$ cat src/rtl/coprocessador_ula_matriz.sv
// coprocessador_ula_matriz
//   Matrix arithmetic engine fed by gerencia_matriz. It latches two packed
//   operand matrices and runs one multi-cycle operation over the active
//   tamanho x tamanho window. The packed result is written to
//   matriz_resultante only when the operation completes.
//
//   Ports
//     clk, reset         single clock; synchronous active-high reset
//     start              request pulse, sampled only in IDLE
//     operacao[2:0]      000 A+B, 001 A-B, 010 A*B, 011 B(0,0)*A,
//                        100 transpose(A), 101 -A, 11x illegal
//     tamanho[4:0]       active dimension, legal range 2..N
//     matriz1, matriz2   operands; element (i,j) at [(i*N+j)*ELEM_W +: ELEM_W]
//     matriz_resultante  registered result, same packing
//     busy               high from accept until the cycle done rises
//     done               one-cycle completion pulse
//     erro, overflow     status flags, valid when done is high
//
//   Handshake: an operation is accepted on a clock edge where the FSM is in
//   IDLE and start=1. In any other state start is ignored and not queued.
//   done pulses for exactly one cycle per accepted operation. A reset while
//   an operation is running aborts it without issuing done.
module coprocessador_ula_matriz #(
  parameter  int N      = 5,
  parameter  int ELEM_W = 9,
  localparam int MAT_W  = N*N*ELEM_W
) (
  input  logic             clk,
  input  logic             reset,
  input  logic             start,
  input  logic [2:0]       operacao,
  input  logic [4:0]       tamanho,
  input  logic [MAT_W-1:0] matriz1,
  input  logic [MAT_W-1:0] matriz2,
  output logic [MAT_W-1:0] matriz_resultante,
  output logic             busy,
  output logic             done,
  output logic             erro,
  output logic             overflow
);

  localparam int ACC_W = 2*ELEM_W + 3;
  localparam int IDX_W = (N > 1) ? $clog2(N) : 1;
  localparam int PRD_W = 2*ELEM_W;

  typedef enum logic [1:0] {IDLE, LOAD, EXEC, DONE} state_t;

  // FSM state, kept as a named signal so checkers can bind to it
  state_t                   state;
  logic [2:0]               op_q;
  logic [4:0]               tam_q;
  logic [MAT_W-1:0]         a_q;
  logic [MAT_W-1:0]         b_q;
  logic [MAT_W-1:0]         acc;
  logic [IDX_W-1:0]         i_q;
  logic [IDX_W-1:0]         j_q;
  logic [IDX_W-1:0]         k_q;
  logic signed [ACC_W-1:0]  mac_q;
  logic                     err_q;

  function automatic logic signed [ELEM_W-1:0] elem(
    input logic [MAT_W-1:0] m,
    input logic [IDX_W-1:0] r,
    input logic [IDX_W-1:0] c
  );
    int base;
    base = (int'(r) * N + int'(c)) * ELEM_W;
    return m[base +: ELEM_W];
  endfunction

  logic signed [ELEM_W-1:0] a_ij, b_ij, a_ji, a_ik, b_kj, s_el;
  logic signed [PRD_W-1:0]  p_scale, p_mac;
  logic signed [ACC_W-1:0]  ew_full, mac_sum, el_full;
  logic [ELEM_W-1:0]        el_trunc;
  logic                     el_ovf, last_k, last_pos, pos_in, k_in;
  logic                     start_illegal;
  int                       pos_base;

  always_comb begin
    a_ij = elem(a_q, i_q, j_q);
    b_ij = elem(b_q, i_q, j_q);
    a_ji = elem(a_q, j_q, i_q);
    a_ik = elem(a_q, i_q, k_q);
    b_kj = elem(b_q, k_q, j_q);
    s_el = elem(b_q, '0, '0);

    pos_in = (5'(i_q) < tam_q) && (5'(j_q) < tam_q);
    k_in   = (5'(k_q) < tam_q);

    // Products at double width; MAC terms outside the window add nothing
    p_scale = PRD_W'(a_ij) * PRD_W'(s_el);
    p_mac   = k_in ? (PRD_W'(a_ik) * PRD_W'(b_kj)) : '0;
    mac_sum = mac_q + ACC_W'(p_mac);

    case (op_q)
      3'b000:  ew_full = ACC_W'(a_ij) + ACC_W'(b_ij);
      3'b001:  ew_full = ACC_W'(a_ij) - ACC_W'(b_ij);
      3'b011:  ew_full = ACC_W'(p_scale);
      3'b100:  ew_full = ACC_W'(a_ji);
      3'b101:  ew_full = -ACC_W'(a_ij);
      default: ew_full = '0;
    endcase

    el_full = (op_q == 3'b010) ? mac_sum : ew_full;
    if (!pos_in) el_full = '0;

    // Wrap to element width; a mismatch after sign extension is an overflow
    el_trunc = el_full[ELEM_W-1:0];
    el_ovf   = (ACC_W'($signed(el_trunc)) != el_full);

    last_k   = (op_q != 3'b010) || (k_q == IDX_W'(N-1));
    last_pos = (i_q == IDX_W'(N-1)) && (j_q == IDX_W'(N-1));
    pos_base = (int'(i_q) * N + int'(j_q)) * ELEM_W;

    start_illegal = (operacao[2:1] == 2'b11) || (tamanho < 5'd2) ||
                    (tamanho > 5'(N));
  end

  always_ff @(posedge clk) begin
    if (reset) begin
      state             <= IDLE;
      op_q              <= '0;
      tam_q             <= '0;
      a_q               <= '0;
      b_q               <= '0;
      acc               <= '0;
      i_q               <= '0;
      j_q               <= '0;
      k_q               <= '0;
      mac_q             <= '0;
      err_q             <= 1'b0;
      matriz_resultante <= '0;
      busy              <= 1'b0;
      done              <= 1'b0;
      erro              <= 1'b0;
      overflow          <= 1'b0;
    end else begin
      done <= 1'b0;
      case (state)
        IDLE: begin
          if (start) begin
            a_q      <= matriz1;
            b_q      <= matriz2;
            op_q     <= operacao;
            tam_q    <= tamanho;
            overflow <= 1'b0;
            erro     <= 1'b0;
            busy     <= 1'b1;
            err_q    <= start_illegal;
            // Illegal requests skip the walk and leave the result untouched
            state    <= start_illegal ? DONE : LOAD;
          end
        end
        LOAD: begin
          acc   <= '0;
          i_q   <= '0;
          j_q   <= '0;
          k_q   <= '0;
          mac_q <= '0;
          state <= EXEC;
        end
        EXEC: begin
          if (last_k) begin
            acc[pos_base +: ELEM_W] <= el_trunc;
            if (el_ovf) overflow <= 1'b1;
            mac_q <= '0;
            k_q   <= '0;
            if (last_pos) begin
              i_q   <= '0;
              j_q   <= '0;
              state <= DONE;
            end else if (j_q == IDX_W'(N-1)) begin
              j_q <= '0;
              i_q <= i_q + 1'b1;
            end else begin
              j_q <= j_q + 1'b1;
            end
          end else begin
            mac_q <= mac_sum;
            k_q   <= k_q + 1'b1;
          end
        end
        DONE: begin
          done  <= 1'b1;
          busy  <= 1'b0;
          erro  <= err_q;
          if (!err_q) matriz_resultante <= acc;
          state <= IDLE;
        end
        default: state <= IDLE;
      endcase
    end
  end

endmodule
$ cat config.mk
export PLATFORM = sky130hd
export DESIGN_NAME = coprocessador_ula_matriz
export DESIGN_NICKNAME = d
export VERILOG_FILES = /design/src/rtl/coprocessador_ula_matriz.sv
export SDC_FILE = /design/constraint.sdc
export NUM_CORES = 2
export LEC_CHECK = 0
export ABC_CLOCK_PERIOD_IN_PS = 14000
export BUFFER_PORTS_ARGS = -buffer_cell sky130_fd_sc_hd__clkbuf_2
export CORE_MARGIN = 2
export CORE_UTILIZATION = 51
export CTS_CLUSTER_SIZE = 30
export DETAILED_ROUTE_END_ITERATION = 10
export PLACE_DENSITY = 0.71
export SYNTH_ARGS = -nofsm -noshare
export SYNTH_HDL_FRONTEND = slang
export SYNTH_SLANG_ARGS = --single-unit
export TNS_END_PERCENT = 50
$ cat constraint.sdc
create_clock -name clk -period 14 [get_ports clk]
set_input_delay 2.1 -clock clk [delete_from_list [all_inputs] [get_ports clk]]
set_output_delay 2.1 -clock clk [all_outputs]
set_load 0.03 [all_outputs]
==> summary.txt <==
Die
  – Die area: 118900 µm²
  – Total core area: 115700 µm²
  – FP Rows: 125
  – Die width: 344.9 µm
  – Initial Util: 51.20%
  – # IOs: 690
  – Chip height: 344.9 µm

Worst setup path
  – Start point of the critical path: i_q[0]
  – Critical path launch point type: flop
  – Reg2Reg Capture Point: overflow
  – Crit-path leading delay family: compound AO/OA/AOI/OAI gates
  – Slowest-stage cell, CP: fa_1
  – Critical R2R Launch: i_q[0]
  – Crit end category: flop
  – Critical Path Max Stage Delay: 0.56 ns
  – Worst EP required: 14.60 ns
  – Kind of critical path: reg -> reg
  – Cells on worst reg2reg path: 47
  – Critical Path Stages: 47
  – Max FO, Critical Path: 17
  – CP most frequent cell: a21oi_1
  – CP bufs+invs: 4
  – CP arrival: 13.79 ns
  – Worst setup path end: overflow
  – Reg2reg setup slack: 0.80 ns

Power
  – Leak: 24.95 nW
  – Maximum VDD drop: 0.1150 mV
  – PD cells: 152.8 nW/µm²

Timing
  – Period Utilization, post-route: 94.26%
  – Hold WS: 0.4280 ns
  – Worst slew margin: 11.19%
  – Post-route setup TNS: 0 ns
  – Final setup fails: 0
  – Final Skew: 0.09507 ns
  – Max frequency: 0.07578 GHz
  – Slew Limit Fails: 0
  – Measured slew at the worst slew-check pin: 1.322 ns
  – Final hold violations: 0
  – RSZ-0062 raised after global routing: no
  – Crit path time final: 13.20 ns

Synthesis
  – Post-Syn Instances: 7243
  – Library cells used by synthesis: 83
  – Top cells by count, synth: nand2_1 (1818), a21oi_1 (1011), dfxtp_1 (945)
  – Post-synthesis net count: 8018
  – Cell taking the most area after synthesis: dfxtp_1
  – Post-synth EDFFs: 0
  – Top-count cell post-synth: nand2_1
  – Avg Inst Size Synth: 8.182 µm²
  – Post-Syn Area: 59260 µm²
  – Post-synth ARST share: 0%
  – Seq/Total Area, Yosys: 31.92%
  – Ys Warns: 0
  – Largest cells by area after synthesis: dfxtp_1 (32%), nand2_1 (12%), mux4_2 (11%)
  – #FFs+latches synth: 945
  – Synth Flop Type: dfxtp_1
  – Share of the synthesized area in the top cell type: 31.92%

Place
  – Routability Congestion: 1.018
  – HPWL after DPL: 168700 µm
  – # port buffers: 689

CTS
  – Clock transition at the registers of the reported paths: 0.06 ns
  – Total CTS buffers: 95
  – Worst-Skew Late Latency: 0.74 ns
  – Post-CTS Hold Fix Bufs: 0
  – Clk root buf: clkbuf_16
  – CTS tree: yes
  – Clock buffer depth: 3
  – Post_cts resized: 0
  – # H-tree levels: 3
  – Post-CTS setup buffer count: 0
  – Num Clock Sinks: 945

Global route
  – Tot GR Track Use: 36.62%
  – Initial antenna violation count: 12
  – Grt ovf: 0
  – Largest net degree at the start of global routing: 226
  – Vias in the first global route: 52030
  – First-pass GRT wire length: 331900 µm

Routing
  – Final wirelength: 226500 µm
  – Vias per inst: 6.240
  – Wire per inst: 24.72 µm
  – Post-route ant nets: 0
  – Via count: 57160
  – Drt pass-1 iters: 9
  – DRC violations left: 0
  – Starting DRT DRC Count: 7114

Worst hold path
  – HP Class: reg -> reg

Finish
  – Fin nets: 8336
  – Share of cells above drive strength 1: 17.70%
  – Layout area overhead: 12.51%

Status
  – Status: finished, final reports clean

Job
  – Max-Cap Viols: 0
state kept, by name, indices dropped and copies added, names as in the netlist, 5 cells and up:
name	cells
acc	225
mac_q	21
matriz_resultante	225
tam_q	5
b_q	225
a_q	225
final cells by class:
class                      count  area, µm²
clock inverter                35      544.3
fill                       10680      49060
inverter                     213      809.5
multi-input combinational   5504      37420
sequential                   945      18920
antenna                        6      15.01
timing repair buffer         802       4407
clock buffer                 132       2656
tap                         1524       1907
kinds of logic after synthesis:
| logic type | synth area share [%] |
|---|---|
| XOR/XNOR | 1.220 |
| flip-flops | 31.92 |
| AND/OR/NAND/NOR | 19.79 |
| adder cells (fa/ha/maj) | 8.517 |
| multiplexers | 17.35 |
| buffers and inverters | 5.369 |
| AO/OA/AOI/OAI | 15.83 |
worst reg2reg max path: cells and delay by family, from the launching register on:
kind | cells | cell delay [ns]
AND/OR/NAND/NOR | 9 | 1.91
adder cells (fa/ha/maj) | 11 | 4.40
multiplexers | 1 | 0.37
buffers and inverters | 4 | 0.49
flip-flops | 1 | 0.54
XOR/XNOR | 3 | 0.66
AO/OA/AOI/OAI | 19 | 4.72
layout by cell type (no fill, tap or decap), types with 51 or more instances in the layout:
| cell type | instances |
|---|---|
| clkbuf_16 | 95 |
| a31oi_1 | 51 |
| nor3_1 | 65 |
| ha_1 | 160 |
| buf_4 | 105 |
| nand3_1 | 300 |
| dfxtp_1 | 945 |
| inv_1 | 208 |
| mux4_2 | 292 |
| mux2i_1 | 314 |
| nor2b_1 | 79 |
| nand2_1 | 1816 |
| a21oi_1 | 1010 |
| clkbuf_2 | 688 |
| nor2_1 | 347 |
| fa_1 | 147 |
| o21ai_0 | 219 |
| a211oi_1 | 87 |
metal layers:
layer	global-route usage [%]	share of wire (%)	up-vias
li1	-	-	25860
met1	53.49	43	27640
met2	53.56	43	3218
met3	7.773	11	429
met4	12.42	3.6	20
met5	0	0.062	-
how the worst min path moves through the flow:
stage,startpoint,end,cells past startpoint
global route,acc[64],matriz_resultante[64],2
CTS,acc[64],matriz_resultante[64],2
floorplan,acc[0],matriz_resultante[0],2
detailed placement,acc[221],matriz_resultante[221],2
finish,acc[64],matriz_resultante[64],2
global placement,acc[194],matriz_resultante[194],2
where the power goes:
part,total (mW),internal (mW),switching [mW]
logic,4.22,1.53,2.69
clock network,2.61,1.47,1.14
registers,3.36,2.95,0.406
metrics by stage:
| step | std cells | setup slack, ns | area, µm² | utilization [%] | total power [mW] |
|---|---|---|---|---|---|
| 2_1_floorplan | 7243 | 1.721 | 59260 | - | 6.094 |
| 3_3_place_gp | 8988 | 1.316 | 63460 | 54.83 | 7.468 |
| 3_5_place_dp | 8988 | 1.048 | 63460 | 54.83 | 7.511 |
| 4_1_cts | 9155 | 0.9984 | 66660 | 57.60 | 10.10 |
| 5_1_grt | 9155 | 0.1697 | 66660 | 57.60 | 10.63 |
| 6_report | 9161 | 0.8034 | 66670 | 57.61 | 10.19 |
Note: power is estimated with default switching activity, not from simulation.
